--- src/rtl/alu_ctrl_if.sv ---
// Request channel from the instruction sequencer into the ALU control-word encoder.
// The master is the sequencer and the slave is the encoder.
interface alu_ctrl_if #(
    parameter int unsigned CNT_W = 4
);
    logic             req_valid;
    logic             req_ready;
    logic [3:0]       req_op;
    logic [CNT_W-1:0] req_shamt;

    modport master (
        output req_valid,
        output req_op,
        output req_shamt,
        input  req_ready
    );

    modport slave (
        input  req_valid,
        input  req_op,
        input  req_shamt,
        output req_ready
    );
endinterface

--- src/rtl/alu_ctrl_encoder.sv ---
// Maps ALU op requests to the 6-bit control word (Ctrl0..Ctrl5). Multi-bit shifts and
// rotates are expanded into repeated single-bit steps, and each step is strobed by alu_we.
module alu_ctrl_encoder #(
    parameter int unsigned CNT_W = 4
) (
    input  logic       clk,
    input  logic       rst,
    alu_ctrl_if.slave  req,
    output logic       Ctrl0,
    output logic       Ctrl1,
    output logic       Ctrl2,
    output logic       Ctrl3,
    output logic       Ctrl4,
    output logic       Ctrl5,
    output logic       alu_we,
    output logic       busy,
    output logic       done,
    output logic       err
);

    typedef enum logic [0:0] {StIdle, StExec} state_e;

    state_e           state_q;
    logic [CNT_W-1:0] cnt_q;
    logic [5:0]       ctrl_q;
    logic             alu_we_q;
    logic             busy_q;
    logic             done_q;
    logic             err_q;

    logic             is_shift;
    logic             is_illegal;
    logic [CNT_W-1:0] load_cnt;

    // Control word packed with Ctrl0 in bit 5, so literals read in Ctrl0..Ctrl5 order.
    function automatic logic [5:0] op_word(input logic [3:0] op);
        logic [5:0] w;
        case (op)
            4'd0:    w = 6'b010010;
            4'd1:    w = 6'b010001;
            4'd2:    w = 6'b001010;
            4'd3:    w = 6'b001100;
            4'd4:    w = 6'b001110;
            4'd5:    w = 6'b000110;
            4'd6:    w = 6'b000000;
            4'd7:    w = 6'b011011;
            4'd8:    w = 6'b011000;
            4'd9:    w = 6'b100100;
            4'd10:   w = 6'b100000;
            4'd11:   w = 6'b100010;
            4'd12:   w = 6'b101100;
            4'd13:   w = 6'b101000;
            4'd14:   w = 6'b101010;
            default: w = 6'b000000;
        endcase
        return w;
    endfunction

    always_comb begin
        is_illegal = (req.req_op == 4'd15);
        is_shift   = (req.req_op >= 4'd9) && !is_illegal;
        load_cnt   = is_shift ? req.req_shamt : CNT_W'(1);
    end

    always_ff @(posedge clk) begin
        if (rst) begin
            state_q  <= StIdle;
            cnt_q    <= '0;
            ctrl_q   <= '0;
            alu_we_q <= 1'b0;
            busy_q   <= 1'b0;
            done_q   <= 1'b0;
            err_q    <= 1'b0;
        end else begin
            case (state_q)
                StIdle: begin
                    ctrl_q   <= '0;
                    alu_we_q <= 1'b0;
                    busy_q   <= 1'b0;
                    done_q   <= 1'b0;
                    err_q    <= 1'b0;
                    if (req.req_valid) begin
                        if (is_illegal) begin
                            err_q <= 1'b1;
                        end else if (load_cnt == '0) begin
                            // Zero-step shift: acknowledge without touching the ALU.
                            done_q <= 1'b1;
                        end else begin
                            state_q  <= StExec;
                            cnt_q    <= load_cnt;
                            ctrl_q   <= op_word(req.req_op);
                            alu_we_q <= 1'b1;
                            busy_q   <= 1'b1;
                            done_q   <= (load_cnt == CNT_W'(1));
                        end
                    end
                end
                StExec: begin
                    if (cnt_q == CNT_W'(1)) begin
                        state_q  <= StIdle;
                        cnt_q    <= '0;
                        ctrl_q   <= '0;
                        alu_we_q <= 1'b0;
                        busy_q   <= 1'b0;
                        done_q   <= 1'b0;
                    end else begin
                        cnt_q  <= cnt_q - CNT_W'(1);
                        done_q <= (cnt_q == CNT_W'(2));
                    end
                end
                default: state_q <= StIdle;
            endcase
        end
    end

    assign req.req_ready = (state_q == StIdle) && !rst;

    assign {Ctrl0, Ctrl1, Ctrl2, Ctrl3, Ctrl4, Ctrl5} = ctrl_q;
    assign alu_we = alu_we_q;
    assign busy   = busy_q;
    assign done   = done_q;
    assign err    = err_q;

endmodule

--- src/flat_wrapper.sv ---
// flat-port wrapper written by rule: the top's interface ports become plain ports
module alu_ctrl_encoder_flat 
#(
    parameter int unsigned CNT_W = 4
)
  (clk, rst, Ctrl0, Ctrl1, Ctrl2, Ctrl3, Ctrl4, Ctrl5, alu_we, busy, done, err, req_req_valid, req_req_op, req_req_shamt, req_req_ready);
  alu_ctrl_if #(.CNT_W(CNT_W)) req_i ();
  input  logic clk;
  input  logic rst;
  output logic Ctrl0;
  output logic Ctrl1;
  output logic Ctrl2;
  output logic Ctrl3;
  output logic Ctrl4;
  output logic Ctrl5;
  output logic alu_we;
  output logic busy;
  output logic done;
  output logic err;
  input wire logic [$bits(req_i.req_valid)-1:0] req_req_valid;
  input wire logic [$bits(req_i.req_op)-1:0] req_req_op;
  input wire logic [$bits(req_i.req_shamt)-1:0] req_req_shamt;
  output wire logic [$bits(req_i.req_ready)-1:0] req_req_ready;
  assign req_i.req_valid = req_req_valid;
  assign req_i.req_op = req_req_op;
  assign req_i.req_shamt = req_req_shamt;
  assign req_req_ready = req_i.req_ready;
  alu_ctrl_encoder #(.CNT_W(CNT_W)) u_core (.clk(clk), .rst(rst), .req(req_i), .Ctrl0(Ctrl0), .Ctrl1(Ctrl1), .Ctrl2(Ctrl2), .Ctrl3(Ctrl3), .Ctrl4(Ctrl4), .Ctrl5(Ctrl5), .alu_we(alu_we), .busy(busy), .done(done), .err(err));
endmodule
--- config.mk ---
export PLATFORM = sky130hd
export DESIGN_NAME = alu_ctrl_encoder_flat
export DESIGN_NICKNAME = d
export VERILOG_FILES = /design/src/rtl/alu_ctrl_if.sv /design/src/rtl/alu_ctrl_encoder.sv /design/src/flat_wrapper.sv
export SDC_FILE = /design/constraint.sdc
export NUM_CORES = 1
export LEC_CHECK = 0
export ABC_CLOCK_PERIOD_IN_PS = 1770
export BUFFER_PORTS_ARGS = -buffer_cell sky130_fd_sc_hd__buf_4
export CORE_MARGIN = 2
export CORE_UTILIZATION = 44
export DETAILED_ROUTE_END_ITERATION = 16
export PLACE_DENSITY = 0.7
export SYNTH_ARGS = -nofsm -noshare
export SYNTH_HDL_FRONTEND = slang
export SYNTH_SLANG_ARGS = --single-unit
--- constraint.sdc ---
create_clock -name clk -period 1.77 [get_ports clk]
set_input_delay 0.4425 -clock clk [delete_from_list [all_inputs] [get_ports clk]]
set_output_delay 0.4425 -clock clk [all_outputs]
set_load 0.01 [all_outputs]
==> flow_metrics.env <==
export IMPL_status="finished, final reports clean"
export IMPL_drt_iter0_drcs=14
export IMPL_finalWorstSetupSlack_ns=0.1269
export IMPL_placed_instance_area_sq_mm=0.001221
export IMPL_final_period_utilization=0.9283
export IMPL_postCtsResizedCells=0
export IMPL_die_w_um=50.03
export IMPL_cts_path_max_buffers=2
export IMPL_layout_drive_gt1_share=0.3546
export IMPL_clkSinkCount=14
export IMPL_synth_edff_count=0
export IMPL_ys_seq_area_frac=0.3007
export IMPL_wl_per_cell_um=13.01
export IMPL_synth_to_layout_area_growth_pct=34.90
export IMPL_core_area_sq_mm=0.001982
export IMPL_biggest_fanout_along_the_worst_timing_path=5
export IMPL_final_antenna_net_count=0
export IMPL_finalWeightedCongestion=0.9604
export IMPL_fin_nets=161
export IMPL_worst_skew_pair_latency_ns=0.27
export IMPL_worst_path_buf_inv=0
export IMPL_rows=16
export IMPL_floorplan_io_pins=22
export IMPL_worst_endpoint_arrival_ns=1.82
export IMPL_reg2reg_to="u_core.ctrl_q[4]"
export IMPL_finalPower_mw=0.8418
export IMPL_finish_instance_area_sq_mm=0.001257
export IMPL_avgViaCountPerCell=5.452
export IMPL_post_synth_instance_area_sq_um=932.1
export IMPL_synth_cell_type_count=39
export IMPL_post_cts_setup_buffers=0
export IMPL_synthCells=107
export IMPL_worst_setup_path_startpoint="u_core.cnt_q[0]"
export IMPL_cts_root_buffer_cell="clkbuf_4"
export IMPL_worstMarginPinSlew_ns=0.4537
export IMPL_global_route_wire_length_before_repair_um=3650
export IMPL_grt_usage=0.1920
export IMPL_antenna_diode_count=0
export IMPL_r2r_setup_slack_ns=0.13
export IMPL_finClkSkew_ns=0.003283
export IMPL_yosys_top_cells_area="dfxtp_1, ha_1, a22o_1, nand2_1, o21ai_0"
export IMPL_highest_cell_delay_on_the_worst_timing_path_ns=0.47
export IMPL_overflow=0
export IMPL_finalSetupTns_ns=0
export IMPL_critical_path_startpoint_type="flop"
export IMPL_post_route_drc_count=0
export IMPL_drv_max_cap_violation_count=0
export IMPL_dieHeight_um=50.03
export IMPL_peakVddDrop_v=0.0003905
export IMPL_ys_async_sr_fraction=0
export IMPL_ys_warn_count=0
export IMPL_wirelength_um=2186
export IMPL_detailroute_via_count=916
export IMPL_cts_tree="built"
export IMPL_critical_path_class="flop to flop"
export IMPL_syn_mean_instance_area_sq_um=8.712
export IMPL_power_per_cell_area_mw_per_mm2=669.5
export IMPL_most_instantiated_cells_after_synthesis="dfxtp_1, nand2_1, ha_1, nor2_1"
export IMPL_timing_max_transition_violations_final=0
export IMPL_filler_cell_count=168
export IMPL_synth_nets=126
export IMPL_ys_ff_latch=14
export IMPL_synth_top_area_cell="dfxtp_1"
export IMPL_area_enclosed_by_the_die_boundary_sq_mm=0.002503
export IMPL_crit_chain="ha_1 > or3b_2 > nand2_1 > nor2_1 > a22o_1"
export IMPL_max_clock_freq_ghz=0.6086
export IMPL_synth_flop_cell="dfxtp_1"
export IMPL_timing_critical_path_to="u_core.ctrl_q[4]"
export IMPL_r2r_start="u_core.cnt_q[0]"
export IMPL_drt_pre_antenna_iters=4
export IMPL_hpwl_um=1796
export IMPL_finalCriticalPeriod_ns=1.643
export IMPL_worstPathRequired_ns=1.94
export IMPL_grt_pass1_vias=853
export IMPL_synth_top_area_share=0.3007
export IMPL_worst_setup_path_end_kind="flop"
export IMPL_numPortBuffers=21
export IMPL_worst_r2r_cell_count=5
export IMPL_yosysMostFrequentCell="dfxtp_1"
export IMPL_clk_transition_reported_paths_ns=0.08
export IMPL_unrepaired_setup_endpoints_after_global_routing="no"
export IMPL_final_hold_viols=0
export IMPL_hold_path_startpoint="rst"
export IMPL_finalSetupViolations=0
export IMPL_antenna_found_initial=0
export IMPL_grt_max_degree=15
export IMPL_critical_path_depth=5
export IMPL_clock_buffers_created_by_tritoncts=3
export IMPL_h_tree_lvls=1
export IMPL_min_delay_path_class="input port to flop"
export IMPL_cts_hold_fix_buffers=0
export IMPL_relSlewSlack=0.6933
export IMPL_dp_slack_ns=-0.1651
export IMPL_family_with_the_most_delay_on_the_worst_path="simple AND/OR/NAND/NOR gates"
export IMPL_p_leak_nw=0.5480
export IMPL_floorplan_initialDensity=0.4703
export IMPL_worst_path_max_delay_cell="or3b_2"
## where the power goes
part           switching [mW]  internal [mW]  total, mW
registers              0.0188          0.338      0.357
clock network          0.0994          0.125      0.224
logic                   0.131          0.130      0.260
## registers in the layout, indices dropped and copies added (netlist names)
signal          count
u_core.cnt_q        4
u_core.state_q      1
u_core.ctrl_q       6
u_core.alu_we       1
u_core.done         1
u_core.err          1
## through the flow
step,util,hold slack (ns),std cells
6_report,0.6345,0.4329,168
5_1_grt,0.6345,0.4131,168
4_1_cts,0.6345,0.4259,168
3_5_place_dp,0.6162,0.4706,164
3_3_place_gp,0.6162,0.4564,164
2_1_floorplan,-,0.4973,107
## how the worst min path moves through the flow
| stage | end | slack [ns] | cells past startpoint |
|---|---|---|---|
| 4_1_cts | u_core.state_q | 0.43 | 2 |
| 3_5_place_dp | u_core.ctrl_q[2] | 0.47 | 1 |
| 5_1_grt | u_core.state_q | 0.41 | 2 |
| 6_report | u_core.state_q | 0.43 | 2 |
| 3_3_place_gp | u_core.ctrl_q[5] | 0.46 | 1 |
| 2_1_floorplan | u_core.cnt_q[1] | 0.50 | 2 |
## cells by family after synthesis
family / share of synthesized area
compound gates: 0.2403
flops: 0.3007
buf+inv: 0.04832
fa+ha+maj: 0.1074
mux: 0.04967
simple gates: 0.2537
## per-layer routing
metal  track usage  routed length, um  vias to the layer above
met5             0                  0                        -
met4        0.1111                 27                        0
met3       0.02121                 42                        2
met2        0.3268               1132                       11
met1        0.2301                983                      436
li1              -                  -                      467
## layout make-up
class,instances,area [sq um],area share
inverters,6,22.52,0.01791
well taps,27,33.78,0.02687
multi-input cells,82,621.8,0.4945
flip-flops and latches,14,280.3,0.2229
repair buffers,35,262.8,0.2090
clock buffers,4,36.28,0.02886
## placed cells by master, fill, tap and decap left out, types with 2 or more instances in the layout
cell,n
or3_1,3
inv_2,2
nor2_1,8
mux2i_1,2
buf_4,35
o211ai_1,3
clkbuf_4,3
ha_1,6
a211o_1,2
a21oi_1,3
a31oi_1,3
nand2b_1,3
inv_1,4
a22o_1,4
nor3_1,2
a21oi_2,2
o21ai_0,6
nand2_1,9
nand3_1,3
and2_1,2
dfxtp_1,14
## worst register-to-register path: cells and delay by family, from the launching register on
kind | cells | cell delay [ns]
AO/OA/AOI/OAI | 1 | 0.25
adder cells (fa/ha/maj) | 1 | 0.19
flip-flops | 1 | 0.40
AND/OR/NAND/NOR | 3 | 0.70
Power figures use the tool's default switching activity.
